$ cat config.mk
export PLATFORM = sky130hd
export DESIGN_NAME = wb_arbiter_flat
export DESIGN_NICKNAME = d
export VERILOG_FILES = /design/src/rtl/wb_arbiter_pkg.sv /design/src/rtl/wb_arbiter_if.sv /design/src/rtl/wb_arbiter_load_extend.sv /design/src/rtl/wb_arbiter.sv /design/src/flat_wrapper.sv
export SDC_FILE = /design/constraint.sdc
export NUM_CORES = 1
export LEC_CHECK = 0
export CAP_MARGIN = 20
export CORE_MARGIN = 5
export CORE_UTILIZATION = 30
export DETAILED_ROUTE_END_ITERATION = 8
export HOLD_SLACK_MARGIN = 0.06
export PLACE_DENSITY_LB_ADDON = 0.08
export SLEW_MARGIN = 20
export SYNTH_ARGS = -nofsm -noshare
export SYNTH_HDL_FRONTEND = slang
export SYNTH_HIERARCHICAL = 1
export SYNTH_SLANG_ARGS = --single-unit
$ cat constraint.sdc
create_clock -name clk -period 2.98 [get_ports clk]
set_clock_uncertainty 0.1 [all_clocks]
set_input_delay 0.596 -clock clk [delete_from_list [all_inputs] [get_ports clk]]
set_output_delay 0.596 -clock clk [all_outputs]
set_load 0.005 [all_outputs]
$ cat src/rtl/wb_arbiter_pkg.sv
// Shared types and constants for the writeback arbiter: result source
// selector and RV32 load funct3 encodings.
package wb_pkg;

  typedef enum logic [1:0] {
    RES_ALU  = 2'd0,
    RES_LOAD = 2'd1,
    RES_PC4  = 2'd2,
    RES_IMM  = 2'd3
  } result_src_e;

  localparam logic [2:0] F3_LB  = 3'b000;
  localparam logic [2:0] F3_LH  = 3'b001;
  localparam logic [2:0] F3_LW  = 3'b010;
  localparam logic [2:0] F3_LBU = 3'b100;
  localparam logic [2:0] F3_LHU = 3'b101;

endpackage

$ cat src/rtl/wb_arbiter_if.sv
// Writeback bus: MEM/WB pipeline entry, long-latency result channel and the
// register-file write port. dbg_count exposes the LU FIFO occupancy.
//
// Handshake: an LU result transfers on a cycle where lu_valid_i and lu_ready_o
// are both high; the producer holds lu_valid_i/lu_rd_i/lu_data_i until then.
// The pipeline entry has no ready; stall_o=1 means re-present it next cycle.
interface wb_arbiter_if #(
  parameter int XLEN   = 32,
  parameter int REG_AW = 5
);
  logic              valid_i;
  logic              reg_write_i;
  logic [REG_AW-1:0] rd_i;
  logic [1:0]        result_src_i;
  logic [XLEN-1:0]   alu_result_i;
  logic [XLEN-1:0]   load_data_i;
  logic [2:0]        load_funct3_i;
  logic [1:0]        addr_lo_i;
  logic [XLEN-1:0]   pc_plus4_i;
  logic [XLEN-1:0]   imm_ext_i;
  logic              lu_valid_i;
  logic [REG_AW-1:0] lu_rd_i;
  logic [XLEN-1:0]   lu_data_i;
  logic              lu_ready_o;
  logic              stall_o;
  logic              reg_write_o;
  logic [REG_AW-1:0] rd_o;
  logic [XLEN-1:0]   result_o;
  logic [7:0]        dbg_count;

  modport master (
    output valid_i, reg_write_i, rd_i, result_src_i, alu_result_i,
           load_data_i, load_funct3_i, addr_lo_i, pc_plus4_i, imm_ext_i,
           lu_valid_i, lu_rd_i, lu_data_i,
    input  lu_ready_o, stall_o, reg_write_o, rd_o, result_o, dbg_count
  );

  modport slave (
    input  valid_i, reg_write_i, rd_i, result_src_i, alu_result_i,
           load_data_i, load_funct3_i, addr_lo_i, pc_plus4_i, imm_ext_i,
           lu_valid_i, lu_rd_i, lu_data_i,
    output lu_ready_o, stall_o, reg_write_o, rd_o, result_o, dbg_count
  );
endinterface

$ cat src/rtl/wb_arbiter_load_extend.sv
// Combinational load extraction: picks the byte/half addressed by addr_lo
// and sign- or zero-extends it; LW and unknown funct3 pass the word through.
module load_extend
  import wb_pkg::*;
#(
  parameter int XLEN = 32
) (
  input  logic [2:0]      funct3,
  input  logic [1:0]      addr_lo,
  input  logic [XLEN-1:0] word,
  output logic [XLEN-1:0] ext
);

  logic [7:0]  byte_sel;
  logic [15:0] half_sel;

  always_comb begin
    byte_sel = word[{addr_lo, 3'b000} +: 8];
    half_sel = word[{addr_lo[1], 4'b0000} +: 16];
    case (funct3)
      F3_LB:   ext = {{(XLEN-8){byte_sel[7]}}, byte_sel};
      F3_LBU:  ext = {{(XLEN-8){1'b0}}, byte_sel};
      F3_LH:   ext = {{(XLEN-16){half_sel[15]}}, half_sel};
      F3_LHU:  ext = {{(XLEN-16){1'b0}}, half_sel};
      default: ext = word;
    endcase
  end

endmodule

$ cat src/rtl/wb_arbiter.sv
// Writeback stage: selects the pipeline result and shares the register-file
// write port with a buffered long-latency unit. Define WB_LU_BYPASS_EN to let
// an LU result write in its arrival cycle when the port and FIFO are idle.
module wb_arbiter
  import wb_pkg::*;
#(
  parameter int XLEN       = 32,
  parameter int REG_AW     = 5,
  parameter int LU_DEPTH   = 4,
  parameter int STARVE_MAX = 8
) (
  input logic         clk,
  input logic         rst_n,
  wb_arbiter_if.slave bus
);

  localparam int PW = $clog2(LU_DEPTH);
  localparam int CW = PW + 1;
  localparam int SW = $clog2(STARVE_MAX + 1);

  logic [REG_AW-1:0] fifo_rd   [LU_DEPTH];
  logic [XLEN-1:0]   fifo_data [LU_DEPTH];
  logic [PW-1:0]     wr_ptr, rd_ptr;
  logic [CW-1:0]     count;
  logic [SW-1:0]     starve_cnt;

  logic            pw, empty, starve, byp, push, pop;
  logic [XLEN-1:0] load_ext, pipe_result;

  load_extend #(.XLEN(XLEN)) u_load_extend (
    .funct3  (bus.load_funct3_i),
    .addr_lo (bus.addr_lo_i),
    .word    (bus.load_data_i),
    .ext     (load_ext)
  );

  assign pw             = bus.valid_i & bus.reg_write_i & (bus.rd_i != '0);
  assign empty          = (count == '0);
  assign starve         = !empty && (starve_cnt == SW'(STARVE_MAX));
  assign bus.lu_ready_o = (count < CW'(LU_DEPTH));
  assign bus.dbg_count  = 8'(count);

`ifdef WB_LU_BYPASS_EN
  assign byp = empty & !pw & bus.lu_valid_i & (bus.lu_rd_i != '0);
`else
  assign byp = 1'b0;
`endif

  // rd==0 results are accepted to free the producer but never stored
  assign push = bus.lu_valid_i & bus.lu_ready_o & (bus.lu_rd_i != '0) & !byp;
  assign pop  = !empty & (starve | !pw);

  always_comb begin
    case (result_src_e'(bus.result_src_i))
      RES_ALU:  pipe_result = bus.alu_result_i;
      RES_LOAD: pipe_result = load_ext;
      RES_PC4:  pipe_result = bus.pc_plus4_i;
      default:  pipe_result = bus.imm_ext_i;
    endcase
  end

  always_comb begin
    bus.stall_o     = 1'b0;
    bus.reg_write_o = 1'b0;
    bus.rd_o        = '0;
    bus.result_o    = '0;
    if (starve) begin
      bus.stall_o     = 1'b1;
      bus.reg_write_o = 1'b1;
      bus.rd_o        = fifo_rd[rd_ptr];
      bus.result_o    = fifo_data[rd_ptr];
    end else if (pw) begin
      bus.reg_write_o = 1'b1;
      bus.rd_o        = bus.rd_i;
      bus.result_o    = pipe_result;
    end else if (!empty) begin
      bus.reg_write_o = 1'b1;
      bus.rd_o        = fifo_rd[rd_ptr];
      bus.result_o    = fifo_data[rd_ptr];
    end else if (byp) begin
      bus.reg_write_o = 1'b1;
      bus.rd_o        = bus.lu_rd_i;
      bus.result_o    = bus.lu_data_i;
    end
  end

  always_ff @(posedge clk) begin
    if (!rst_n) begin
      wr_ptr     <= '0;
      rd_ptr     <= '0;
      count      <= '0;
      starve_cnt <= '0;
    end else begin
      if (push) begin
        fifo_rd[wr_ptr]   <= bus.lu_rd_i;
        fifo_data[wr_ptr] <= bus.lu_data_i;
        wr_ptr            <= wr_ptr + 1'b1;
      end
      if (pop) rd_ptr <= rd_ptr + 1'b1;
      count <= count + CW'(push) - CW'(pop);
      // Counts only cycles where a waiting head lost the port to the pipeline
      if (pop || empty)
        starve_cnt <= '0;
      else if (pw && starve_cnt != SW'(STARVE_MAX))
        starve_cnt <= starve_cnt + 1'b1;
    end
  end

endmodule

$ cat src/flat_wrapper.sv
// flat-port wrapper written by rule: the top's interface ports become plain ports
module wb_arbiter_flat import wb_pkg::*;
#(
  parameter int XLEN       = 32,
  parameter int REG_AW     = 5,
  parameter int LU_DEPTH   = 4,
  parameter int STARVE_MAX = 8
)
  (clk, rst_n, bus_valid_i, bus_reg_write_i, bus_rd_i, bus_result_src_i, bus_alu_result_i, bus_load_data_i, bus_load_funct3_i, bus_addr_lo_i, bus_pc_plus4_i, bus_imm_ext_i, bus_lu_valid_i, bus_lu_rd_i, bus_lu_data_i, bus_lu_ready_o, bus_stall_o, bus_reg_write_o, bus_rd_o, bus_result_o, bus_dbg_count);
  wb_arbiter_if #(.XLEN(XLEN), .REG_AW(REG_AW)) bus_i ();
  input logic clk;
  input logic rst_n;
  input wire logic [$bits(bus_i.valid_i)-1:0] bus_valid_i;
  input wire logic [$bits(bus_i.reg_write_i)-1:0] bus_reg_write_i;
  input wire logic [$bits(bus_i.rd_i)-1:0] bus_rd_i;
  input wire logic [$bits(bus_i.result_src_i)-1:0] bus_result_src_i;
  input wire logic [$bits(bus_i.alu_result_i)-1:0] bus_alu_result_i;
  input wire logic [$bits(bus_i.load_data_i)-1:0] bus_load_data_i;
  input wire logic [$bits(bus_i.load_funct3_i)-1:0] bus_load_funct3_i;
  input wire logic [$bits(bus_i.addr_lo_i)-1:0] bus_addr_lo_i;
  input wire logic [$bits(bus_i.pc_plus4_i)-1:0] bus_pc_plus4_i;
  input wire logic [$bits(bus_i.imm_ext_i)-1:0] bus_imm_ext_i;
  input wire logic [$bits(bus_i.lu_valid_i)-1:0] bus_lu_valid_i;
  input wire logic [$bits(bus_i.lu_rd_i)-1:0] bus_lu_rd_i;
  input wire logic [$bits(bus_i.lu_data_i)-1:0] bus_lu_data_i;
  output wire logic [$bits(bus_i.lu_ready_o)-1:0] bus_lu_ready_o;
  output wire logic [$bits(bus_i.stall_o)-1:0] bus_stall_o;
  output wire logic [$bits(bus_i.reg_write_o)-1:0] bus_reg_write_o;
  output wire logic [$bits(bus_i.rd_o)-1:0] bus_rd_o;
  output wire logic [$bits(bus_i.result_o)-1:0] bus_result_o;
  output wire logic [$bits(bus_i.dbg_count)-1:0] bus_dbg_count;
  assign bus_i.valid_i = bus_valid_i;
  assign bus_i.reg_write_i = bus_reg_write_i;
  assign bus_i.rd_i = bus_rd_i;
  assign bus_i.result_src_i = bus_result_src_i;
  assign bus_i.alu_result_i = bus_alu_result_i;
  assign bus_i.load_data_i = bus_load_data_i;
  assign bus_i.load_funct3_i = bus_load_funct3_i;
  assign bus_i.addr_lo_i = bus_addr_lo_i;
  assign bus_i.pc_plus4_i = bus_pc_plus4_i;
  assign bus_i.imm_ext_i = bus_imm_ext_i;
  assign bus_i.lu_valid_i = bus_lu_valid_i;
  assign bus_i.lu_rd_i = bus_lu_rd_i;
  assign bus_i.lu_data_i = bus_lu_data_i;
  assign bus_lu_ready_o = bus_i.lu_ready_o;
  assign bus_stall_o = bus_i.stall_o;
  assign bus_reg_write_o = bus_i.reg_write_o;
  assign bus_rd_o = bus_i.rd_o;
  assign bus_result_o = bus_i.result_o;
  assign bus_dbg_count = bus_i.dbg_count;
  wb_arbiter #(.XLEN(XLEN), .REG_AW(REG_AW), .LU_DEPTH(LU_DEPTH), .STARVE_MAX(STARVE_MAX)) u_core (.clk(clk), .rst_n(rst_n), .bus(bus_i));
endmodule
Yosys cells after proc, flatten, opt, wreduce, memory -nomap -nowiden

Memories as Yosys holds them, arrays and structs flattened. A register that Yosys moved wholly into a read port is not among the register bits.
Cells that the tools add are included.

Register bits after elaboration: 11
Memory bits (writable): 148
Input port bits: 182
Output and inout bits: 48
Word-level logic and storage cells: 58
Memories kept: 2

$add $sub $neg: 5
Magnitude comparators: 1
Equal/unequal tests: 7
Shifts and indexed selects: 2
Muxes and demuxes: 19
Bitwise gates (word level): 7
Reductions and logical operators: 11

Memories:

| memory           | depth | bits a word | rd ports | clocked after memory_dff | write ports | line             | source |
|---|---|---|---|---|---|---|---|
| u_core.fifo_data | 4     | 32          | 1        | 1                        | 1           | wb_arbiter.sv:22 | `logic [XLEN-1:0] fifo_data [LU_DEPTH];` |
| u_core.fifo_rd   | 4     | 5           | 1        | 1                        | 1           | wb_arbiter.sv:21 | `logic [REG_AW-1:0] fifo_rd [LU_DEPTH];` |

Operator list:

| operator                                                         | count |
|---|---|
| 32-bit case mux with 4 select lines                              | 1 |
| 32-bit 2-to-1 mux                                                | 3 |
| 32-bit case mux with 3 select lines                              | 1 |
| 32-bit by 6-bit indexed part select with 16-bit output           | 1 |
| 32-bit by 6-bit indexed part select with 8-bit output            | 1 |
| 5-bit 2-to-1 mux                                                 | 3 |
| 5-bit nonzero test                                               | 2 |
| 2-bit 2-to-1 mux                                                 | 4 |
| 1-bit 2-to-1 mux                                                 | 7 |
| 3-bit == test (second input constant)                            | 2 |
| 3-bit zero test                                                  | 2 |
| 1-bit AND                                                        | 5 |
| 2-bit by 1-bit adder with 2-bit output (second input constant)   | 2 |
| 4-bit by 1-bit adder with 4-bit output (second input constant)   | 1 |
| 4-bit == test (second input constant)                            | 1 |
| 4-bit inequality test (second input constant)                    | 1 |
| 3-bit by 1-bit adder with 3-bit output                           | 1 |
| 3-bit by 1-bit == test with 1-bit output (second input constant) | 1 |
| 3-bit less-than comparator (second input constant)               | 1 |
| 3-bit by 1-bit subtractor with 3-bit output                      | 1 |
| 2-bit by 1-bit == test with 1-bit output (second input constant) | 1 |
| 2-bit == test (second input constant)                            | 1 |
| 1-bit logical AND                                                | 2 |
| 1-bit zero test                                                  | 2 |
| other kinds (5)                                                  | 5 |

Longest topological paths before layout

Gate-level depths: netlist of the first run.

Depth in word-level cells: 7
Mapped depth: 15
Depth with buffers taken out: 14

Modules after synthesis

Netlist of the first run, hierarchy kept.

By module, submodules not included:

| module      | times used | cells an instance | area each (sq um) | seq. area each (sq um) |
|---|---|---|---|---|
| wb_arbiter  | 1          | 428               | 7,477.2           | 4,704.5 |
| load_extend | 1          | 109               | 628.1             | 0.0 |

Worst setup path before layout of the first run

Ideal clock, no wire load.

Path kind: in2out
From: in bus_addr_lo_i[0]
To: out bus_result_o[24]
Arrival: 2.309 ns
Data required time: 2.284 ns
Path slack: -0.025 ns
Stages: 8
Path buffers: 1
Cell sequence: mux4_2 -> nor3b_4 -> o21bai_4 -> buf_6 -> nand2_1 -> mux4_2 -> a21oi_1 -> nor3_1

Longest elaborated chain between the ends: 5

Ends and longest elaborated chain:

| element                                               | line                         | source |
|---|---|---|
| from (decl)                                           | flat_wrapper.sv:20           | `input wire logic [$bits(bus_i.addr_lo_i)-1:0] bus_addr_lo_i;` |
| 32-bit by 6-bit indexed part select with 8-bit output | wb_arbiter_load_extend.sv:18 | `byte_sel = word[{addr_lo, 3'b000} +: 8];` |
| 32-bit case mux with 4 select lines                   | wb_arbiter_load_extend.sv:20 | `case (funct3)` |
| net u_core.load_ext[24]                               | wb_arbiter.sv:28             | `logic [XLEN-1:0] load_ext, pipe_result;` |
| 32-bit case mux with 3 select lines                   | wb_arbiter.sv:54             | `case (result_src_e'(bus.result_src_i))` |
| 32-bit 2-to-1 mux                                     | wb_arbiter.sv:72             | `end else if (pw) begin` |
| 32-bit 2-to-1 mux                                     | wb_arbiter.sv:67             | `if (starve) begin` |
| to (decl)                                             | flat_wrapper.sv:30           | `output wire logic [$bits(bus_i.result_o)-1:0] bus_result_o;` |

The timed path passes the listed nets, and every way through them passes these cells.

Worst setup path after layout of the first run

From: in bus_load_data_i[31]
To: out bus_result_o[28]

Longest elaborated chain between the ends: 5
Elaborated cells between the ends (all ways): 6
Classes of those cells: 2 x shift; 4 x mux

Ends and longest elaborated chain:

| element                                                                                                                         | line                                                       | source |
|---|---|---|
| from (decl)                                                                                                                     | flat_wrapper.sv:18                                         | `input wire logic [$bits(bus_i.load_data_i)-1:0] bus_load_data_i;` |
| 32-bit by 6-bit indexed part select with 16-bit output or 32-bit by 6-bit indexed part select with 8-bit output (tied branches) | wb_arbiter_load_extend.sv:19, wb_arbiter_load_extend.sv:18 |  |
| 32-bit case mux with 4 select lines *                                                                                           | wb_arbiter_load_extend.sv:20                               |  |
| net u_core.load_ext[28]                                                                                                         | wb_arbiter.sv:28                                           |  |
| 32-bit case mux with 3 select lines *                                                                                           | wb_arbiter.sv:54                                           |  |
| 32-bit 2-to-1 mux *                                                                                                             | wb_arbiter.sv:72                                           |  |
| 32-bit 2-to-1 mux *                                                                                                             | wb_arbiter.sv:67                                           |  |

Mark *: on every way through the listed nets, which the timed path passes. The rest lies on a longest branch.

==> results of run 1 <==
==> worst max-delay path by stage <==
stage                        startpoint                to  slack, ps  cells after the start
floorplan              bus_addr_lo_i[0]  bus_result_o[24]          3                      8
global placement       bus_addr_lo_i[1]   bus_result_o[4]      -1500                     11
detailed placement     bus_addr_lo_i[1]   bus_result_o[4]      -1430                     11
CTS                 bus_load_data_i[31]  bus_result_o[25]       -420                     11
global route        bus_load_data_i[31]  bus_result_o[29]       -440                     10
finish              bus_load_data_i[31]  bus_result_o[28]       -380                     10
==> cells by family (layout without fill, tap and decap cells) <==
group | after synthesis | in the layout | synth area share [%]
buf+inv | 57 | 390 | 3.767
flops | 161 | 161 | 58.04
mux | 81 | 81 | 20.89
xor+xnor | 5 | 5 | 0.5403
compound gates | 94 | 94 | 7.472
other cells | 1 | 6 | 0.04627
fa+ha+maj | 9 | 9 | 1.482
simple gates | 129 | 129 | 7.765
==> layout by cell type, fill, tap and decap left out, types with 5 or more instances in the layout <==
cell,count
nand2_4,9
conb_1,5
clkdlybuf4s50_1,159
a2bb2oi_1,10
mux4_2,70
nor3_1,13
a21oi_2,19
dlygate4sd2_1,20
buf_4,84
buf_12,17
edfxtp_1,148
buf_2,27
a22oi_2,5
buf_6,28
inv_1,13
clkbuf_16,17
a21oi_1,26
ha_1,7
mux2_4,5
o21ai_1,7
dfxtp_1,9
a2bb2oi_2,6
nor3_2,8
nor2_1,11
clkdlybuf4s15_1,5
mux2i_1,5
nand2_1,46
nand2_2,12
==> sequential cells by signal, indices dropped and copies added, names as in the netlist, named ones only <==
name,flops
u_core/fifo_data,128
u_core/wr_ptr,2
u_core/rd_ptr,2
u_core/count,3
u_core/fifo_rd,20
u_core/starve_cnt,4
==> metal layers <==
metal / wire (µm) / track usage, %
met1: 11940 / 23.87
met2: 13470 / 30.61
met3: 2117 / 5.154
met4: 580 / 5.246
met5: 0 / 0
==> through the flow <==
stage	power, mW	setup TNS [ps]	instance area [µm²]	std cells	util [%]
finish	7.854	-7526	12550	1216	46.83
global route	8.271	-9284	12550	1215	46.83
CTS	7.890	-8381	12440	1214	46.43
detailed placement	5.793	-36880	11500	1164	42.90
global placement	5.768	-37360	11500	1164	42.90
floorplan	4.165	0	8143	541	-
==> worst max-delay path: cells and delay by family <==
kind                   cells  cell delay, ps
AOI/OAI and AO/OA          2             330
buffers and inverters      4             520
muxes                      2             980
and+or+nand+nor            2             240
==> power by group <==
group	internal [mW]	switching (mW)	leakage, nW
Sequential	2.62	0.0579	1.45
Combinational	1.67	1.48	2.86
Clock	1.22	0.803	0.262
Total	5.51	2.34	4.57
==> area by class of cell <==
cell class                 count  share of cell area [%]
antenna                        1                 0.01994
clock buffer                  20                   3.479
timing repair buffer         345                   26.24
sequential                   161                   37.52
multi-input combinational    323                   27.92
tap                          341                   3.399
inverter                      15                  0.5084
clock inverter                10                  0.9171
==> what timing repair did <==
item	in CTS	in global routing
pin swaps	27	24
setup endpoints to repair	39	32
buffers inserted	22	5
cloned	1	0
hold buffers	0	0
gates resized for setup	301	32
==> cell usage after synthesis, types with 4 or more instances <==
| library cell | number | area share (%) |
|---|---|---|
| dfxtp_1 | 13 | 3.2 |
| a21oi_1 | 49 | 3.0 |
| edfxtp_1 | 148 | 55 |
| a22oi_1 | 8 | 0.74 |
| a2bb2oi_1 | 16 | 1.7 |
| nor2b_1 | 4 | 0.31 |
| o21ai_0 | 10 | 0.62 |
| xnor2_1 | 5 | 0.54 |
| buf_4 | 15 | 1.4 |
| and3_1 | 4 | 0.31 |
| clkbuf_1 | 8 | 0.37 |
| nor3_1 | 22 | 1.4 |
| mux2i_1 | 6 | 0.74 |
| inv_1 | 14 | 0.65 |
| mux4_2 | 70 | 19 |
| nor2_1 | 14 | 0.65 |
| ha_1 | 8 | 1.2 |
| nand2_1 | 63 | 2.9 |
| buf_2 | 13 | 0.80 |
| mux2_2 | 5 | 0.69 |
==> key figures, run 1 <==
Min path
  – Hold path start: u_core/rd_ptr[1]$_SDFFE_PN0P_
  – Type of the tightest min-delay check: reg -> reg
  – Hold path cells: 2

Floorplan
  – Placement row count: 60
  – Die area: just over 30,000 µm²
  – Initial Util: 30.24%
  – Die width: 174.4 µm
  – Chip height: 174.4 µm
  – Core area: 26,800 µm²
  – IO Pins: 230

Clock network
  – TritonCTS Buffers: 17
  – Clk_lat worst skew: 410 ps
  – Reg clk slew, reported paths: 60 ps
  – CTS tree: yes
  – CTS Root Buffer Type: clkbuf_16
  – Max H-tree Level: 4
  – CTS Buffer Depth: 2
  – CTS sink count: 161

Drt
  – Drt first-iter violations: roughly 330
  – Total Wirelength: 28.11 mm
  – Routed len/inst: 23.12 µm
  – ANT nets after route: 0
  – Vias per inst: approximately 5
  – Vias post-DR: 6,041
  – Pre-antenna DRT Iters: 5
  – DRC Markers: 0

Synthesis
  – Ys Warns: 6
  – Sequential fraction of the synthesis area: 58.04%
  – Post-Syn Area: 8105 µm²
  – Main synth FF type: edfxtp_1
  – Synth Instances: 537
  – Fraction of registers with async set/reset: 0%
  – Flops & latches, synth: roughly 160
  – Unique cell type count in the Yosys netlist: 47
  – Mapped Avg Cell Area: 15.09 µm²
  – Number of synthesized flops with an enable pin: 148

Outcome
  – Status: complete, but fails checks
  – Violated checks: negative setup slack

Setup path
  – Worst-path cell chain: buf_8 > mux4_2 > nor3b_4 > o21bai_4 > buf_6 > buf_6 > nand2_4 > mux4_2 > a2bb2oi_2 > buf_2
  – R2R depth: 16
  – FF-to-FF setup slack: between 100 and 150 ps
  – CP arrival: about 2700 ps
  – Max FO, Critical Path: 6
  – Crit Path Class: in -> out
  – CP Launch Type: input port
  – Reg2reg start: u_core/starve_cnt[0]$_SDFFE_PP0P_
  – WP data required: 2280 ps
  – Crit. End Element: primary output
  – CP max stage cell: mux4_2
  – R2r endpoint: u_core/count[2]$_SDFF_PN0_
  – Slowest stage delay, CP: between 500 and 600 ps

Finish
  – Final-stage net count: around 1,100
  – Layout cell share with drive strength beyond 1: 40.62%
  – Storage cell area: 4710 µm²
  – Area of the multi-input gates: 3505 µm²
  – Syn-to-layout area delta: 54.86%
  – Fill cells: between 2,000 and 2,500

STA
  – Final Max Tran Viols: 0
  – # setup viols final: 27
  – Min Hold Slack: 379.6 ps
  – Final Critical Period: 3364 ps
  – RSZ-0062 raised after global routing: yes
  – Period utilization: 112.9%
  – Hold Fails Final Rpt: 0
  – Final worst slack: -383.8 ps
  – Fmax: just under 300 MHz

Run
  – Total of max-cap violations: 0

Global routing
  – Largest net degree at the start of global routing: 28
  – First-pass GRT wire length: ~42 mm
  – Vias in the first global route: between 6,000 and 7,000
  – Initial antenna violation count: 0
  – Tot GR Track Use: ~18%
  – Grt ovf: 0

Power and ir drop
  – Leak: 4.569 nW
  – Pwr Density: 625.7 nW/µm²
  – Max IR drop VDD: 0.3822 mV

Placed design
  – IO Port Bufs: between 200 and 250
  – RePlAce Congestion: 0.8206
  – DP HPWL: 21.43 mm
  – Post-place setup slack: -1432 ps
Power figures use the tool's default switching activity.
==> run 2, diff against run 1 <==
CTS_CLUSTER_DIAMETER = 200   (was unset)
CTS_CLUSTER_SIZE = 25   (was unset)
clock period = 3.7 ns   (was 2.98 ns; I/O delays follow)
==> run 2 against run 1 <==
- the run now ends clean
- worst hold slack lost 5.2 ps
- combinational power shrank 29%
- first-iteration DRC count grew 24%
- register-to-register slack gained 610 ps
- sequential power down 18%
- non-clock buffer count fell by 43
- final area is 4.2% lower
- sequential share of layout area is 1.6 points higher
- cell count shrank 3.0%
- global-route usage decreased by 0.56 points
==> key figures, run 2 (synthesis gave the netlist of run 1 again) <==
Drt
  – Total Wirelength: 27.71 mm (-1.4%)
  – Drt first-iter violations: 413 (+24%)
  – DRC Markers: 0 (unchanged)
  – Vias per inst: 4.975 (+0.15%)
  – ANT nets after route: 0 (unchanged)
  – Vias post-DR: 5,866 (-2.9%)
  – Routed len/inst: 23.50 µm (+1.7%)
  – Pre-antenna DRT Iters: 4 (-1)

Setup path
  – CP Launch Type: input port
  – R2R depth: 15 (-1)
  – WP depth: 8 (-2)
  – WP buf/inv: 4 (unchanged)
  – Setup crit start: bus_rd_i[1]
  – WP data required: 2860 ps (+580 ps)
  – Setup crit end: bus_result_o[8]
  – FF-to-FF setup slack: 720 ps (+610 ps)
  – Slowest stage delay, CP: 460 ps (-60 ps)
  – Worst-path cell chain: clkdlybuf4s50_1 > nor4_4 > a211o_4 > buf_4 > buf_12 > a21oi_2 > nor3_1 > dlygate4sd2_1
  – Max FO, Critical Path: 16 (+10)
  – CP max stage cell: clkdlybuf4s50_1
  – Reg2reg start: u_core/starve_cnt[0]$_SDFFE_PP0P_
  – CP top delay family: buffers and inverters
  – R2r endpoint: u_core/count[2]$_SDFF_PN0_
  – CP arrival: 2840 ps (+170 ps)
  – Crit. End Element: primary output
  – Crit Path Class: in -> out

Finish
  – Final instance area: 12,030 µm² (-4.2%)
  – Top reg by flops: u_core/fifo_data
  – Most common cell after layout, fill and taps aside: clkdlybuf4s50_1
  – Storage cell area: 4707 µm² (about the same)
  – Area of the multi-input gates: 3298 µm² (-5.9%)
  – Top flop regs: u_core/fifo_data: 128 flops, u_core/fifo_rd: 20 flops, u_core/starve_cnt: 4 flops
  – Syn-to-layout area delta: 48.38%
  – Most frequent cells in the layout: 178 x clkdlybuf4s50_1, 148 x edfxtp_1, 70 x mux4_2, 57 x nand2_1, 55 x buf_4
  – Fill cells: 2,443 (+1.3%)
  – Final-stage net count: 1,011 (-4.1%)
  – Layout cell share with drive strength beyond 1: 31.69% (-8.9 points)
  – Largest register FFs: 128 (unchanged)

Floorplan
  – Placement row count: 60 (unchanged)
  – IO Pins: 230 (unchanged)
  – Die area: 30,400 µm² (unchanged)
  – Core area: 26,800 µm² (unchanged)
  – Initial Util: 30.24% (unchanged)
  – Die width: 174.4 µm (unchanged)
  – Chip height: 174.4 µm (unchanged)

Outcome
  – Status: finished, final reports clean

Global routing
  – Tot GR Track Use: 17.93% (-0.56 points)
  – Vias in the first global route: 6,268 (-5.6%)
  – Largest net degree at the start of global routing: 31 (+11%)
  – Grt ovf: 0 (unchanged)
  – First-pass GRT wire length: 40.92 mm (-3.0%)
  – Initial antenna violation count: 6 (+6)

STA
  – Relative slew slack: 63.49%
  – Hold Fails Final Rpt: 0 (unchanged)
  – Worst-margin pin slew: 547.6 ps
  – Period utilization: 99.58%
  – Final worst slack: 15.64 ps (+399.4 ps)
  – Fmax: 271.4 MHz
  – Final Critical Period: 3684 ps
  – Setup TNS: 0 ps (+7526 ps)
  – Final Max Tran Viols: 0 (unchanged)
  – # setup viols final: 0 (-100%)
  – RSZ-0062 raised after global routing: yes

Clock network
  – Reg clk slew, reported paths: 60 ps (about the same)
  – CTS Buffer Depth: 2 (unchanged)
  – CTS tree: yes
  – Max H-tree Level: 4 (unchanged)
  – Clk_lat worst skew: 410 ps (about the same)
  – CTS Root Buffer Type: clkbuf_16
  – TritonCTS Buffers: 17 (unchanged)
  – Hold Buf Count CTS: 0 (unchanged)
  – CTS sink count: 161 (unchanged)

Power and ir drop
  – Max IR drop VDD: 0.3376 mV (-12%)
  – Pwr Density: 506.5 nW/µm² (-19%)
  – Leak: 4.297 nW (-5.9%)

Placed design
  – Post-place setup slack: -668.1 ps (+764.4 ps)
  – DP HPWL: 21.53 mm (+0.47%)
  – IO Port Bufs: 224 (unchanged)
  – RePlAce Congestion: 0.8824 (+7.5%)
  – Placed standard-cell area: 11,230 µm² (-2.3%)

Min path
  – Hold path cells: 1 (-1)
  – Type of the tightest min-delay check: reg -> reg

Run
  – Total of max-cap violations: 0 (unchanged)
-- run 2: changes by cell type in the layout (fill, tap and decap cells not counted), moves of 5 or more --
cell | before | now
buf_4 | 84 | 55
clkdlybuf4s50_1 | 159 | 178
buf_2 | 27 | 10
buf_6 | 28 | 13
nand2_1 | 46 | 57
nand2_4 | 9 | 2
o21ai_0 | 1 | 7
o21ai_1 | 7 | 2
-- run 2: worst min path at each step --
stage	start	endpoint	slack (ps)
final	u_core/starve_cnt[0]$_SDFFE_PP0P_	u_core/starve_cnt[0]$_SDFFE_PP0P_	370
after CTS	u_core/starve_cnt[0]$_SDFFE_PP0P_	u_core/starve_cnt[0]$_SDFFE_PP0P_	380
after global placement	u_core/starve_cnt[0]$_SDFFE_PP0P_	u_core/starve_cnt[0]$_SDFFE_PP0P_	340
after global routing	u_core/starve_cnt[0]$_SDFFE_PP0P_	u_core/starve_cnt[0]$_SDFFE_PP0P_	410
after detailed placement	u_core/starve_cnt[0]$_SDFFE_PP0P_	u_core/starve_cnt[0]$_SDFFE_PP0P_	360
after floorplan	u_core/starve_cnt[0]$_SDFFE_PP0P_	u_core/starve_cnt[0]$_SDFFE_PP0P_	330
-- run 2: where the power goes --
part           internal, mW  switching (mW)
Sequential             2.11          0.0958
Clock                 0.937           0.698
Combinational          1.19            1.06
Total                  4.24            1.85
-- run 2: area by class of cell --
type | count | area share [%]
flip-flops and latches | 161 | 39.14
multi-input cells | 323 | 27.42
repair buffers | 302 | 24.59
clock buffers | 19 | 3.600
well taps | 341 | 3.548
clock inverters | 13 | 1.061
inverters | 15 | 0.5306
diodes | 5 | 0.1040
-- run 2: per-layer routing --
metal	vias up	routed length [µm]	GRT usage [%]
met3	20	2053	5.568
met1	2949	12040	23.34
met2	207	13210	29.22
li1	2686	-	-
met5	-	19	0
met4	4	391	4.751
-- run 2: worst reg2reg max path, stage by stage, from the launching register on --
cell,delay (ps)
dfxtp_1,390
inv_1,60
ha_1,210
and3b_4,220
a211o_4,330
nand2_4,110
inv_8,70
buf_4,140
ha_1,260
inv_1,50
ha_1,130
inv_1,50
fa_1,400
xnor2_1,170
xnor2_1,130
nor2_1,50
-- run 2: stage by stage --
stage	total power, mW	std cells	hold WS [ps]	utilization (%)
floorplan	3.339	541	329.7	-
global placement	4.532	1132	339.8	41.92
detailed placement	4.549	1132	361.9	41.92
CTS	6.151	1174	379.5	44.46
global route	6.406	1176	405.2	44.85
finish	6.091	1179	374.4	44.87
-- run 2: repair_timing --
action                     in CTS  in global routing
setup endpoints to repair      34                 32
gates resized for setup       129                 41
pin swaps                       6                  6
cloned                          1                  0
buffers inserted                9                  0
